## src/rtl/read_file_pkg.sv

```systemverilog
// Shared types and helpers for the raw-image stream source.
package read_file_pkg;

  localparam int MAX_BPW        = 4;
  localparam int MAX_FILE_BYTES = 64;

  typedef enum logic [1:0] {IDLE, SEND, GAP, DONE} state_t;

  function automatic int bytes_per_word(input int data_width);
    return data_width / 8;
  endfunction

endpackage

```

## src/rtl/read_file_word.sv

```systemverilog
// Byte-image word fetcher: the "file" is a parameter byte image read little-endian,
// with a byte cursor that can be rewound; bytes past the end read as 0x00.
module read_file_word
  import read_file_pkg::*;
#(
  parameter int DATA_WIDTH = 8,
  parameter int FILE_LEN = 0,
  parameter logic [8*MAX_FILE_BYTES-1:0] FILE_BYTES = '0
) (
  input  logic                  clk,
  input  logic                  rst_n,
  input  logic                  rewind,
  input  logic                  fetch,
  output logic [DATA_WIDTH-1:0] word,
  output logic                  eof,
  output logic                  open_fail
);

  localparam int BPW   = bytes_per_word(DATA_WIDTH);
  localparam int PTR_W = $clog2(MAX_FILE_BYTES + MAX_BPW + 1);

  logic [PTR_W-1:0] ptr;
  logic [PTR_W-1:0] base;

  // An empty image stands in for a file that could not be opened.
  assign open_fail = (FILE_LEN == 0);
  assign base      = rewind ? '0 : ptr;
  assign eof       = (int'(base) + BPW) > FILE_LEN;

  always_comb begin
    word = '0;
    for (int i = 0; i < BPW; i++) begin
      if (int'(base) + i < FILE_LEN)
        word[8*i +: 8] = FILE_BYTES[8*(int'(base) + i) +: 8];
    end
  end

  // Cursor saturates at the image end so it never wraps during long padded frames.
  always_ff @(posedge clk or negedge rst_n) begin
    if (!rst_n)
      ptr <= '0;
    else if (fetch)
      ptr <= eof ? PTR_W'(FILE_LEN) : base + PTR_W'(BPW);
    else if (rewind)
      ptr <= '0;
  end

endmodule

```

## src/rtl/read_file_stream.sv

```systemverilog
// Streams a raw byte image as valid/ready pixel words with line (m_last) and
// frame (m_user) markers, optional inter-line gap, and a fixed frame count.
//
// state | meaning
// IDLE  | waiting for start_en; nothing presented
// SEND  | word presented, waiting for the handshake
// GAP   | idle cycles after a line's last word
// DONE  | all frames sent; terminal until reset
module read_file_stream
  import read_file_pkg::*;
#(
  parameter int DATA_WIDTH = 8,
  parameter int IMG_WIDTH  = 640,
  parameter int IMG_HEIGHT = 480,
  parameter int H_GAP      = 16,
  parameter int FRAME_NUM  = 1,
  parameter int FILE_LEN   = 0,
  parameter logic [8*MAX_FILE_BYTES-1:0] FILE_BYTES = '0
) (
  input  logic                  clk,
  input  logic                  rst_n,
  input  logic                  start_en,
  input  logic                  m_ready,
  output logic                  m_valid,
  output logic [DATA_WIDTH-1:0] m_data,
  output logic                  m_last,
  output logic                  m_user,
  output logic                  done,
  output logic                  eof_err
);

  localparam int COL_W = (IMG_WIDTH  > 1) ? $clog2(IMG_WIDTH)  : 1;
  localparam int ROW_W = (IMG_HEIGHT > 1) ? $clog2(IMG_HEIGHT) : 1;
  localparam int FRM_W = (FRAME_NUM  > 1) ? $clog2(FRAME_NUM)  : 1;
  localparam int GAP_W = (H_GAP      > 1) ? $clog2(H_GAP)      : 1;
  localparam logic [COL_W-1:0] COL_LAST = COL_W'(IMG_WIDTH - 1);
  localparam logic [ROW_W-1:0] ROW_LAST = ROW_W'(IMG_HEIGHT - 1);
  localparam logic [FRM_W-1:0] FRM_LAST = FRM_W'(FRAME_NUM - 1);
  localparam logic [GAP_W-1:0] GAP_LOAD = GAP_W'((H_GAP > 0) ? H_GAP - 1 : 0);
  localparam bit HAS_GAP = (H_GAP > 0);

  state_t state, state_nxt;
  logic [COL_W-1:0] col;
  logic [ROW_W-1:0] row;
  logic [FRM_W-1:0] frame_cnt;
  logic [GAP_W-1:0] gap_cnt;

  logic [DATA_WIDTH-1:0] word;
  logic eof, open_fail, fetch, rewind;
  logic start_go, xfer, at_col_last, line_end, frame_end, final_word;

  assign start_go    = (state == IDLE) && start_en && !open_fail;
  assign xfer        = (state == SEND) && m_ready;
  assign at_col_last = (col == COL_LAST);
  assign line_end    = xfer && at_col_last;
  assign frame_end   = line_end && (row == ROW_LAST);
  assign final_word  = frame_end && (frame_cnt == FRM_LAST);
  assign fetch       = start_go || (xfer && !final_word);
  assign rewind      = start_go || (frame_end && !final_word);

  read_file_word #(
    .DATA_WIDTH (DATA_WIDTH),
    .FILE_LEN   (FILE_LEN),
    .FILE_BYTES (FILE_BYTES)
  ) u_word (
    .clk       (clk),
    .rst_n     (rst_n),
    .rewind    (rewind),
    .fetch     (fetch),
    .word      (word),
    .eof       (eof),
    .open_fail (open_fail)
  );

  always_ff @(posedge clk or negedge rst_n) begin
    if (!rst_n) state <= IDLE;
    else        state <= state_nxt;
  end

  always_comb begin
    state_nxt = state;
    case (state)
      IDLE: if (start_go) state_nxt = SEND;
      SEND: begin
        if (final_word)               state_nxt = DONE;
        else if (line_end && HAS_GAP) state_nxt = GAP;
      end
      GAP:  if (gap_cnt == '0) state_nxt = SEND;
      DONE: state_nxt = DONE;
      default: state_nxt = IDLE;
    endcase
  end

  // Markers follow the position of the presented word and are quiet when not valid.
  always_comb begin
    m_valid = (state == SEND);
    m_last  = m_valid && at_col_last;
    m_user  = m_valid && (col == '0) && (row == '0);
    done    = (state == DONE);
  end

  always_ff @(posedge clk or negedge rst_n) begin
    if (!rst_n) begin
      col       <= '0;
      row       <= '0;
      frame_cnt <= '0;
      gap_cnt   <= '0;
      m_data    <= '0;
      eof_err   <= 1'b0;
    end else begin
      if (open_fail || (fetch && eof)) eof_err <= 1'b1;
      if (fetch) m_data <= word;
      if (xfer) begin
        col <= at_col_last ? '0 : col + 1'b1;
        if (at_col_last) row <= (row == ROW_LAST) ? '0 : row + 1'b1;
        if (frame_end && !final_word) frame_cnt <= frame_cnt + 1'b1;
      end
      if (line_end)
        gap_cnt <= GAP_LOAD;
      else if ((state == GAP) && (gap_cnt != '0))
        gap_cnt <= gap_cnt - 1'b1;
    end
  end

endmodule
```

## config.mk

```make
export PLATFORM = sky130hd
export DESIGN_NAME = read_file_stream
export DESIGN_NICKNAME = d
export VERILOG_FILES = /design/src/rtl/read_file_pkg.sv /design/src/rtl/read_file_word.sv /design/src/rtl/read_file_stream.sv
export SDC_FILE = /design/constraint.sdc
export NUM_CORES = 1
export LEC_CHECK = 0
export BUFFER_PORTS_ARGS = -buffer_cell sky130_fd_sc_hd__buf_2
export CAP_MARGIN = 10
export CORE_MARGIN = 5
export CORE_UTILIZATION = 53
export DETAILED_ROUTE_END_ITERATION = 16
export HOLD_SLACK_MARGIN = 0.1
export PLACE_DENSITY_LB_ADDON = 0.25
export SLEW_MARGIN = 20
export SYNTH_ARGS = -nofsm -noshare
export SYNTH_HDL_FRONTEND = slang
export SYNTH_HIERARCHICAL = 1
export SYNTH_SLANG_ARGS = --single-unit
```

## constraint.sdc

```tcl
create_clock -name clk -period 1.9 [get_ports clk]
set_input_delay 0.19 -clock clk [delete_from_list [all_inputs] [get_ports clk]]
set_output_delay 0.19 -clock clk [all_outputs]
set_load 0.01 [all_outputs]
```

=== Word level (Yosys, flattened, before mapping) ===
Index checks and enable logic that the tools add are counted.
Widths: inputs -> output; s select.

* Flip-flop bits (word level): 42
* Bits of input ports: 4
* Output and inout bits: 13

* Add/subtract/negate cells: 6
* Magnitude comparators: 2
* Equality and inequality tests: 7
* Shift operators: 1
* Muxes and demuxes: 12
* Bitwise logic cells: 2
* Reductions and logical operators: 20

{| class="wikitable"
|+ Operators by type and width
! operator !! count
|-
| $shiftx 512x11->8 const A || 1
|-
| $gt 32x1->1 const B || 1
|-
| $mux 7 || 3
|-
| $add 10x1->10 const B || 1
|-
| $eq 10x10->1 const B || 1
|-
| $logic_and 1x1->1 || 10
|-
| $logic_not 10->1 || 1
|-
| $mux 10 || 1
|-
| $add 9x1->9 const B || 1
|-
| $eq 9x9->1 const B || 1
|-
| $logic_not 9->1 || 1
|-
| $mux 9 || 1
|-
| $add 7x1->8 const B || 1
|-
| $mux 4 || 2
|-
| $mux 8 || 1
|-
| $add 7x1->7 const B || 1
|-
| $lt 7x1->1 const B || 1
|-
| $mux 2 || 3
|-
| $pmux 2 s3 || 1
|-
| $eq 2x2->1 const B || 2
|-
| $logic_not 4->1 || 1
|-
| $reduce_and 2->1 || 2
|-
| $reduce_bool 4->1 || 1
|-
| $sub 4x1->4 const B || 1
|-
| other kinds (9) || 10
|}

=== Logic depth before layout (Yosys ltp) ===
Gate-level depths: netlist (run 1).

* Depth after elaboration: 12
* Gate-level depth with buffers: 6
* Gate-level depth less buffers: 6

=== By module ===
Netlist (run 1), hierarchy kept.

{| class="wikitable"
|+ Modules (own cells, without submodules)
! module !! times used !! cells an instance !! area each (µm²)
|-
| read_file_stream || 1 || 176 || 1,841.8
|-
| read_file_word || 1 || 12 || 82.6
|}

=== Worst setup path after synthesis (run 1) ===
Ideal clock, no wire load.

* Path type: flip-flop to flip-flop
* Start: register row[0]
* End: register m_data[0]
* Arrival time: 1,853 ps
* Required time: 1,836 ps
* Setup slack: -17 ps
* Stages on the path, launching flop included: 7
* Period minus slack after synthesis: 1,917 ps
* Cells stage by stage: dfrtp_1 > ha_1 > nand4_2 > or3_4 > o41a_1 > buf_6 > mux2_4

{| class="wikitable"
|+ RTL lines
! what !! line !! source
|-
| start, declared || read_file_stream.sv:44 || <nowiki>logic [ROW_W-1:0] row;</nowiki>
|-
| start signal, assigned || read_file_stream.sv:115 || <nowiki>if (at_col_last) row <= (row == ROW_LAST) ? '0 : row + 1'b1;</nowiki>
|-
| $eq 9x9->1 || read_file_stream.sv:56 || <nowiki>assign frame_end = line_end && (row == ROW_LAST);</nowiki>
|-
| $logic_and 1x1->1 || read_file_stream.sv:56 ||
|-
| $logic_and 1x1->1 || read_file_stream.sv:57 || <nowiki>assign final_word = frame_end && (frame_cnt == FRM_LAST);</nowiki>
|-
| $logic_not 1->1 || read_file_stream.sv:58 || <nowiki>assign fetch = start_go || (xfer && !final_word);</nowiki>
|-
| $logic_and 1x1->1 || read_file_stream.sv:58 ||
|-
| named net fetch || read_file_stream.sv:49 || <nowiki>logic eof, open_fail, fetch, rewind;</nowiki>
|-
| end signal, assigned || read_file_stream.sv:112 || <nowiki>if (fetch) m_data <= word;</nowiki>
|-
| end, declared || read_file_stream.sv:25 || <nowiki>output logic [DATA_WIDTH-1:0] m_data,</nowiki>
|}

The timed path passes the listed nets, and every way through them passes these cells.
A chain may end at the register's enable or synchronous reset.

=== Worst setup path in the final report (run 1) ===
* Start: register state[1]
* End: output port m_user

* Word-level cells in the longest chain between the ends: 3

{| class="wikitable"
|+ RTL lines
! what !! line !! source
|-
| start, declared || read_file_stream.sv:42 || <nowiki>state_t state, state_nxt;</nowiki>
|-
| start signal, assigned || read_file_stream.sv:77 || <nowiki>else state <= state_nxt;</nowiki>
|-
| $eq 2x1->1 || read_file_stream.sv:96 || <nowiki>m_valid = (state == SEND);</nowiki>
|-
| $logic_and 1x1->1 (2 in a row) || read_file_stream.sv:98 || <nowiki>m_user = m_valid && (col == '0) && (row == '0);</nowiki>
|-
| end, declared || read_file_stream.sv:27 || <nowiki>output logic m_user,</nowiki>
|}

No other way between the ends.

==> results of run 1 <==
[how the worst max path moves through the flow]
stage | endpoint
after floorplan | m_data[0]$_DFFE_PN0P_
after detailed placement | m_data[7]$_DFFE_PN0P_
final | m_user
after global routing | m_user
after CTS | m_user
after global placement | m_data[3]$_DFFE_PN0P_
[per-stage QoR]
step | total power [mW] | utilization | hold slack (ns)
finish | 1.684 | 0.7136 | 0.3967
global route | 1.780 | 0.7136 | 0.4112
CTS | 1.650 | 0.6769 | 0.4133
detailed placement | 1.225 | 0.6271 | 0.3118
global placement | 1.213 | 0.6271 | 0.2937
floorplan | 1.126 | - | -0.1056
[final cells by class]
type	instances	area (sq um)
clock inverter	2	12.51
timing repair buffer	56	394.1
multi-input combinational	134	1005
inverter	13	48.80
sequential	35	878.3
tap	46	57.56
clock buffer	6	41.29
fill	277	978.4
[worst reg2reg max path, cell delays in order, from the launching register on]
cell	delay, ns
sky130_fd_sc_hd__dfrtp_1	0.38
sky130_fd_sc_hd__ha_2	0.19
sky130_fd_sc_hd__nand4_2	0.11
sky130_fd_sc_hd__or3_4	0.38
sky130_fd_sc_hd__o41a_1	0.38
sky130_fd_sc_hd__buf_6	0.16
sky130_fd_sc_hd__mux2_4	0.20
[power breakdown]
| group | switching, mW | internal, mW | total [mW] |
|---|---|---|---|
| Clock | 0.260 | 0.143 | 0.403 |
| Combinational | 0.175 | 0.185 | 0.360 |
| Sequential | 0.0927 | 0.828 | 0.921 |
| Total | 0.528 | 1.16 | 1.68 |
[routing by layer]
layer / track usage / vias up / routed length [um]
li1: - / 766 / -
met1: 0.2229 / 768 / 1850
met2: 0.2991 / 46 / 2165
met3: 0.05739 / 8 / 253
met4: 0.08936 / 0 / 102
met5: 0 / - / 0
[repair_timing]
action	in CTS	in global routing
gates resized for setup	9	8
gates cloned	0	0
setup endpoints to repair	2	17
buffers inserted	8	11
pin swaps	3	2
hold endpoints to repair	35	0
hold buffers	1	0
[layout by cell type, fill, tap and decap left out, types with 2 or more instances in the layout]
cell type,n
sky130_fd_sc_hd__nand2b_1,3
sky130_fd_sc_hd__a21oi_1,6
sky130_fd_sc_hd__nand4_1,6
sky130_fd_sc_hd__clkbuf_4,5
sky130_fd_sc_hd__nor4_1,3
sky130_fd_sc_hd__nor3_1,7
sky130_fd_sc_hd__dfrtp_2,2
sky130_fd_sc_hd__nor2_1,7
sky130_fd_sc_hd__nand2_1,19
sky130_fd_sc_hd__nand3_1,7
sky130_fd_sc_hd__xnor2_1,7
sky130_fd_sc_hd__dfrtp_1,33
sky130_fd_sc_hd__mux2_4,8
sky130_fd_sc_hd__ha_1,3
sky130_fd_sc_hd__buf_2,16
sky130_fd_sc_hd__o21ai_0,8
sky130_fd_sc_hd__buf_6,3
sky130_fd_sc_hd__nor4b_2,2
sky130_fd_sc_hd__nor4_2,2
sky130_fd_sc_hd__buf_4,36
sky130_fd_sc_hd__conb_1,10
sky130_fd_sc_hd__inv_1,13
sky130_fd_sc_hd__ha_2,2
sky130_fd_sc_hd__xor2_1,3
[sequential cells by signal, summed over array words and instances, names as in the netlist]
signal,flops
col,10
gap_cnt,4
frame_cnt,1
row,9
m_data,8
eof_err,1
state,2
==> metrics.md, run 1 <==
| Metric | Value |
|---|---|
| Count of boundary I/O pins | 17 |
| Setup slack of the critical path after layout | -0.005365 ns |
| Maximum number of pins on one net before global-route repair | 36 |
| Placed Cells incl. Taps | approximately 260 |
| Antenna-violating nets left | 0 |
| R2r endpoint | m_data[7]$_DFFE_PN0P_ |
| Pins over their slew limit | 0 |
| First-pass GRT wire length | about 7200 um |
| Number of warnings printed during yosys synthesis | 6 |
| Status | finished, violations left |
| Count of input and output buffers | 16 |
| Syn_area_per_cell | around 10 sq um |
| Aggregate global-route resource usage | 0.1850 |
| Iter 0 DRT Violations | 68 |
| Vias after detailed routing | around 1,600 |
| Cell family with most CP delay | simple AND/OR/NAND/NOR gates |
| Placed wire-length estimate after detailed placement | approximately 3000 um |
| Maximum clock insertion buffer count | 2 |
| Standard-cell row count | 21 |
| Standard cell area after detailed placement | roughly 2100 sq um |
| Max stage delay on crit path | slightly above 0.4 ns |
| WHS Endpoint | col[8]$_DFFE_PN0P_ |
| Router iterations before antenna repair | 4 |
| Critical path buffers and inverters | 2 |
| Clk_lat worst skew | around 0.36 ns |
| Cells along the critical path | buf_6 -> nand2b_4 -> nor3_4 -> nand4_1 -> nor4b_2 -> buf_2 |
| DRC violations left | 0 |
| CTS root buf | sky130_fd_sc_hd__clkbuf_4 |
| Area of the core | between 3000 and 4000 sq um |
| Number of clock buffers inserted by TritonCTS | 5 |
| Worst endpoint data arrival time | 1.72 ns |
| Source of the critical timing path | state[1]$_DFFE_PN0P_ |
| Nature of the critical path endpoint | output port |
| Vias in the first global route | about 1,600 |
| Max-capacitance violation count | 0 |
| Overflow left after global routing | 0 |
| Req. time, crit path | roughly 1.7 ns |
| Leakage power figure | 1.116 nW |
| Fin Clk Skew | about 0.021 ns |
| CTS tree | done |
| Count of final setup violators | 1 |
| Die footprint | approximately 5000 sq um |
| Worst slack at placement | ~0.048 ns |
| Transition at the pin with the smallest max-transition slack | about 0.8 ns |
| Final Wtd Congestion | about 0.95 |
| Crit path depth | 6 |
| Routed WL per cell | 14.97 um |
| Clock period minus final worst setup slack | about 1.9 ns |
| Netlist area before placement | approximately 1900 sq um |
| CP max FO | 2 |
| Internal reg-to-reg setup slack | approximately 0.060 ns |
| Remaining max-slew budget at the tightest pin | 0.4808 |
| Number of cells produced by synthesis | between 150 and 200 |
| Count of non-filler cells in the finished layout | 292 |
| Clock transition at the registers of the reported paths | approximately 0.12 ns |
| Chip Width | roughly 70 um |
| Antenna diodes | 0 |
| Setup TNS Final | -0.005365 ns |
| PwrDens | 690.8 nW/um^2 |
| Critical Setup Path Class | reg -> out |
| Final worst-path cycle share | 1.003 |
| Class of the most critical hold timing path | in -> reg |
| Initial cell density of the core | 0.5608 |
| Peak supply drop | about 0.00056 V |
| CP max stage cell | sky130_fd_sc_hd__dfrtp_1 |
| Depth of the most critical reg-to-reg path | 6 |
| Violations in the final reports | setup timing |
| Worst Min Path Start | m_ready |
| Critical Path Source Type | flop |
| DRT Wirelength | around 4400 um |
| Cell depth of the worst hold path | 5 |
| Fraction of layout cells with a size suffix above 1 | 0.3618 |
| R2r startpoint | row[0]$_DFFE_PN0P_ |
| Number of antenna violations at the first check in global routing | 0 |
| Maximum level of the CTS H-tree | 2 |
| Count of clock tree sinks | 35 |
| DIE HEIGHT | approximately 70 um |
| Number of hold violations in the final report | 0 |
| Final layout net count | roughly 250 |
| Non-Filler Cell Area, Final | 2437 sq um |
| Peak clock frequency supported by timing | about 520 MHz |
| Synthesis-to-finish area growth | 27.24% |
| Routed via count divided by cell count | 5.438 |
| RSZ-0062 raised after global routing | yes |
(Power assumes the default switching activity.)
==> run 2: changes to the inputs <==
--- a/config.mk
+++ b/config.mk
@@ -8,7 +8,8 @@
 export BUFFER_PORTS_ARGS = -buffer_cell sky130_fd_sc_hd__buf_2
 export CAP_MARGIN = 10
 export CORE_MARGIN = 5
-export CORE_UTILIZATION = 53
+export CORE_UTILIZATION = 56
+export CTS_BUF_LIST = sky130_fd_sc_hd__clkbuf_4
 export DETAILED_ROUTE_END_ITERATION = 16
 export HOLD_SLACK_MARGIN = 0.1
 export PLACE_DENSITY_LB_ADDON = 0.25
==> metrics.md, run 2 (synthesized netlist as in run 1, its figures left out) <==
| Metric | Value |
|---|---|
| Standard cell area after detailed placement | 2112 sq um (was 2142 sq um) |
| Critical Setup Path Class | reg -> out (unchanged) |
| Cell family with most CP delay | simple AND/OR/NAND/NOR gates (unchanged) |
| Number of hold violations in the final report | 0 (unchanged) |
| Pins over their slew limit | 0 (unchanged) |
| Aggregate global-route resource usage | 0.2063 (was 0.1850) |
| Clock period minus final worst setup slack | 1.921 ns (was 1.905 ns) |
| Router iterations before antenna repair | 4 (unchanged) |
| DIE HEIGHT | 68.49 um (was 70.12 um) |
| Routed WL per cell | 14.89 um (was 14.97 um) |
| Non-Filler Cell Area, Final | 2342 sq um (was 2437 sq um) |
| DRT Wirelength | 4155 um (was 4372 um) |
| Routed via count divided by cell count | 5.452 (was 5.438) |
| Status | finished, violations left (unchanged) |
| Count of input and output buffers | 16 (unchanged) |
| Final worst-path cycle share | 1.011 (was 1.003) |
| Fin Clk Skew | 0.01236 ns (was 0.02133 ns) |
| Standard-cell row count | 21 (unchanged) |
| Final Wtd Congestion | 0.9195 (was 0.9523) |
| R2r startpoint | col[8]$_DFFE_PN0P_ (was row[0]$_DFFE_PN0P_) |
| CTS tree | done (unchanged) |
| Remaining max-slew budget at the tightest pin | 0.4404 (was 0.4808) |
| Peak clock frequency supported by timing | 520.6 MHz (was 524.8 MHz) |
| Synthesis-to-finish area growth | 22.27% (was 27.24%) |
| Transition at the pin with the smallest max-transition slack | 0.8277 ns (was 0.7788 ns) |
| Setup TNS Final | -0.02089 ns (was -0.005365 ns) |
| Critical path buffers and inverters | 1 (was 2) |
| Largest registers | col: 10 flops, row: 9 flops, m_data: 8 flops (unchanged) |
| Initial cell density of the core | 0.5741 (was 0.5608) |
| Fraction of layout cells with a size suffix above 1 | 0.3433 (was 0.3618) |
| Critical Path Source Type | flop (unchanged) |
| Maximum level of the CTS H-tree | 2 (unchanged) |
| Vias in the first global route | 1,554 (was 1,553) |
| Iter 0 DRT Violations | 109 (was 68) |
| Placed Cells incl. Taps | 260 (was 264) |
| R2r endpoint | m_data[2]$_DFFE_PN0P_ (was m_data[7]$_DFFE_PN0P_) |
| CP max stage cell | sky130_fd_sc_hd__dfrtp_2 (was sky130_fd_sc_hd__dfrtp_1) |
| CP max FO | 3 (was 2) |
| Area of the core | 3337 sq um (was 3416 sq um) |
| Max-capacitance violation count | 0 (unchanged) |
| Largest register by flop count | col (unchanged) |
| Clock transition at the registers of the reported paths | 0.11 ns (was 0.12 ns) |
| Final cell utilization of the core | 0.7019 (was 0.7136) |
| Count of final setup violators | 1 (unchanged) |
| Chip Width | 68.49 um (was 70.12 um) |
| Max stage delay on crit path | 0.47 ns (was 0.41 ns) |
| Antenna diodes | 0 (unchanged) |
| Cells along the critical path | nor4_4 -> nand4_1 -> nor4b_2 -> buf_2 (was buf_6 -> nand2b_4 -> nor3_4 -> nand4_1 -> nor4b_2 -> buf_2) |
| PwrDens | 720.9 nW/um^2 (was 690.8 nW/um^2) |
| Depth of the most critical reg-to-reg path | 5 (was 6) |
| Number of antenna violations at the first check in global routing | 0 (unchanged) |
| Die footprint | 4690 sq um (was 4917 sq um) |
| Number of clock buffers inserted by TritonCTS | 5 (unchanged) |
| Setup slack of the critical path after layout | -0.02089 ns (was -0.005365 ns) |
| Req. time, crit path | 1.71 ns (about the same) |
| Top library cells by usage in the layout, fill and taps aside | 27 x sky130_fd_sc_hd__dfrtp_1, 25 x sky130_fd_sc_hd__buf_4, 19 x sky130_fd_sc_hd__nand2_1 (was 36 x sky130_fd_sc_hd__buf_4, 33 x sky130_fd_sc_hd__dfrtp_1, 19 x sky130_fd_sc_hd__nand2_1) |
| RSZ-0062 raised after global routing | yes (unchanged) |
| Count of clock tree sinks | 35 (unchanged) |
| Leakage power figure | 1.043 nW (was 1.116 nW) |
| Flip-flop count of the largest register after layout | 10 (unchanged) |
| CTS root buf | sky130_fd_sc_hd__clkbuf_4 (unchanged) |
| Worst endpoint data arrival time | 1.73 ns (was 1.72 ns) |
| Placed wire-length estimate after detailed placement | 2830 um (was 3026 um) |
| Antenna-violating nets left | 0 (unchanged) |
| Count of non-filler cells in the finished layout | 279 (was 292) |
| Internal reg-to-reg setup slack | 0.06 ns (about the same) |
| Worst Hold Slack | 0.4323 ns (was 0.3967 ns) |
| Maximum clock insertion buffer count | 2 (unchanged) |
| Count of boundary I/O pins | 17 (unchanged) |
| Final layout net count | 241 (was 254) |
| Clk_lat worst skew | 0.35 ns (was 0.36 ns) |
| DRC violations left | 0 (unchanged) |
| Violations in the final reports | setup timing (unchanged) |
| Most common cell after layout, fill and taps aside | sky130_fd_sc_hd__dfrtp_1 (was sky130_fd_sc_hd__buf_4) |
| Vias after detailed routing | 1,521 (was 1,588) |
| Class of the most critical hold timing path | in -> async (was in -> reg) |
| Nature of the critical path endpoint | output port (unchanged) |
| First-pass GRT wire length | 7003 um (was 7196 um) |
| Overflow left after global routing | 0 (unchanged) |
| Peak supply drop | 0.0004178 V (was 0.0005550 V) |
| Maximum number of pins on one net before global-route repair | 36 (unchanged) |
## run 2: worst register-to-register path: stages, from the launching register on
cell	delay, ns
sky130_fd_sc_hd__dfrtp_2	0.46
sky130_fd_sc_hd__nor4bb_4	0.28
sky130_fd_sc_hd__nand3_1	0.14
sky130_fd_sc_hd__buf_4	0.16
sky130_fd_sc_hd__o41a_4	0.51
sky130_fd_sc_hd__mux2_4	0.23
## run 2: layer usage
| metal | global-route usage | wire (um) | part of all wire |
|---|---|---|---|
| met4 | 0.09926 | 95 | 0.023 |
| met5 | 0 | 0 | 0 |
| met1 | 0.2516 | 1786 | 0.43 |
| met2 | 0.3361 | 2015 | 0.48 |
| met3 | 0.05419 | 259 | 0.062 |
## run 2: timing repair
| item | in CTS | in global routing |
|---|---|---|
| buffers inserted | 4 | 6 |
| hold endpoints to repair | 35 | 0 |
| pin swaps | 3 | 6 |
| gates resized for setup | 9 | 13 |
| endpoints found under the setup margin | 9 | 12 |
| hold buffers | 1 | 0 |
## run 2: final cells by class
cell class	count	area [sq um]
Inverter	13	48.80
Tap cell	46	57.56
Fill cell	268	994.7
Clock buffer	6	45.04
Clock inverter	2	7.507
Timing Repair Buffer	43	289.0
Sequential cell	35	885.9
Multi-Input combinational cell	134	1008
## run 2: how the worst max path moves through the flow
| stage | from | slack, ns | depth (start not counted) | to |
|---|---|---|---|---|
| after floorplan | row[0]$_DFFE_PN0P_ | 0.009 | 6 | m_data[0]$_DFFE_PN0P_ |
| after global routing | col[0]$_DFFE_PN0P_ | -0.16 | 6 | m_user |
| after detailed placement | row[1]$_DFFE_PN0P_ | -0.06 | 5 | m_data[4]$_DFFE_PN0P_ |
| final | row[4]$_DFFE_PN0P_ | -0.02 | 4 | m_user |
| after CTS | row[7]$_DFFE_PN0P_ | -0.04 | 5 | m_user |
| after global placement | row[0]$_DFFE_PN0P_ | -0.01 | 5 | m_data[4]$_DFFE_PN0P_ |
## run 2: where the power goes
part / switching, mW / total [mW] / internal (mW)
clock network: 0.248 / 0.399 / 0.151
logic: 0.166 / 0.350 / 0.184
registers: 0.107 / 0.940 / 0.832
## run 2: metrics by stage
step / total power [mW] / setup slack [ns]
2_1_floorplan: 1.126 / 0.009398
3_3_place_gp: 1.195 / -0.01410
4_1_cts: 1.631 / -0.04445
5_1_grt: 1.791 / -0.1603
6_report: 1.689 / -0.02089
3_5_place_dp: 1.208 / -0.06286
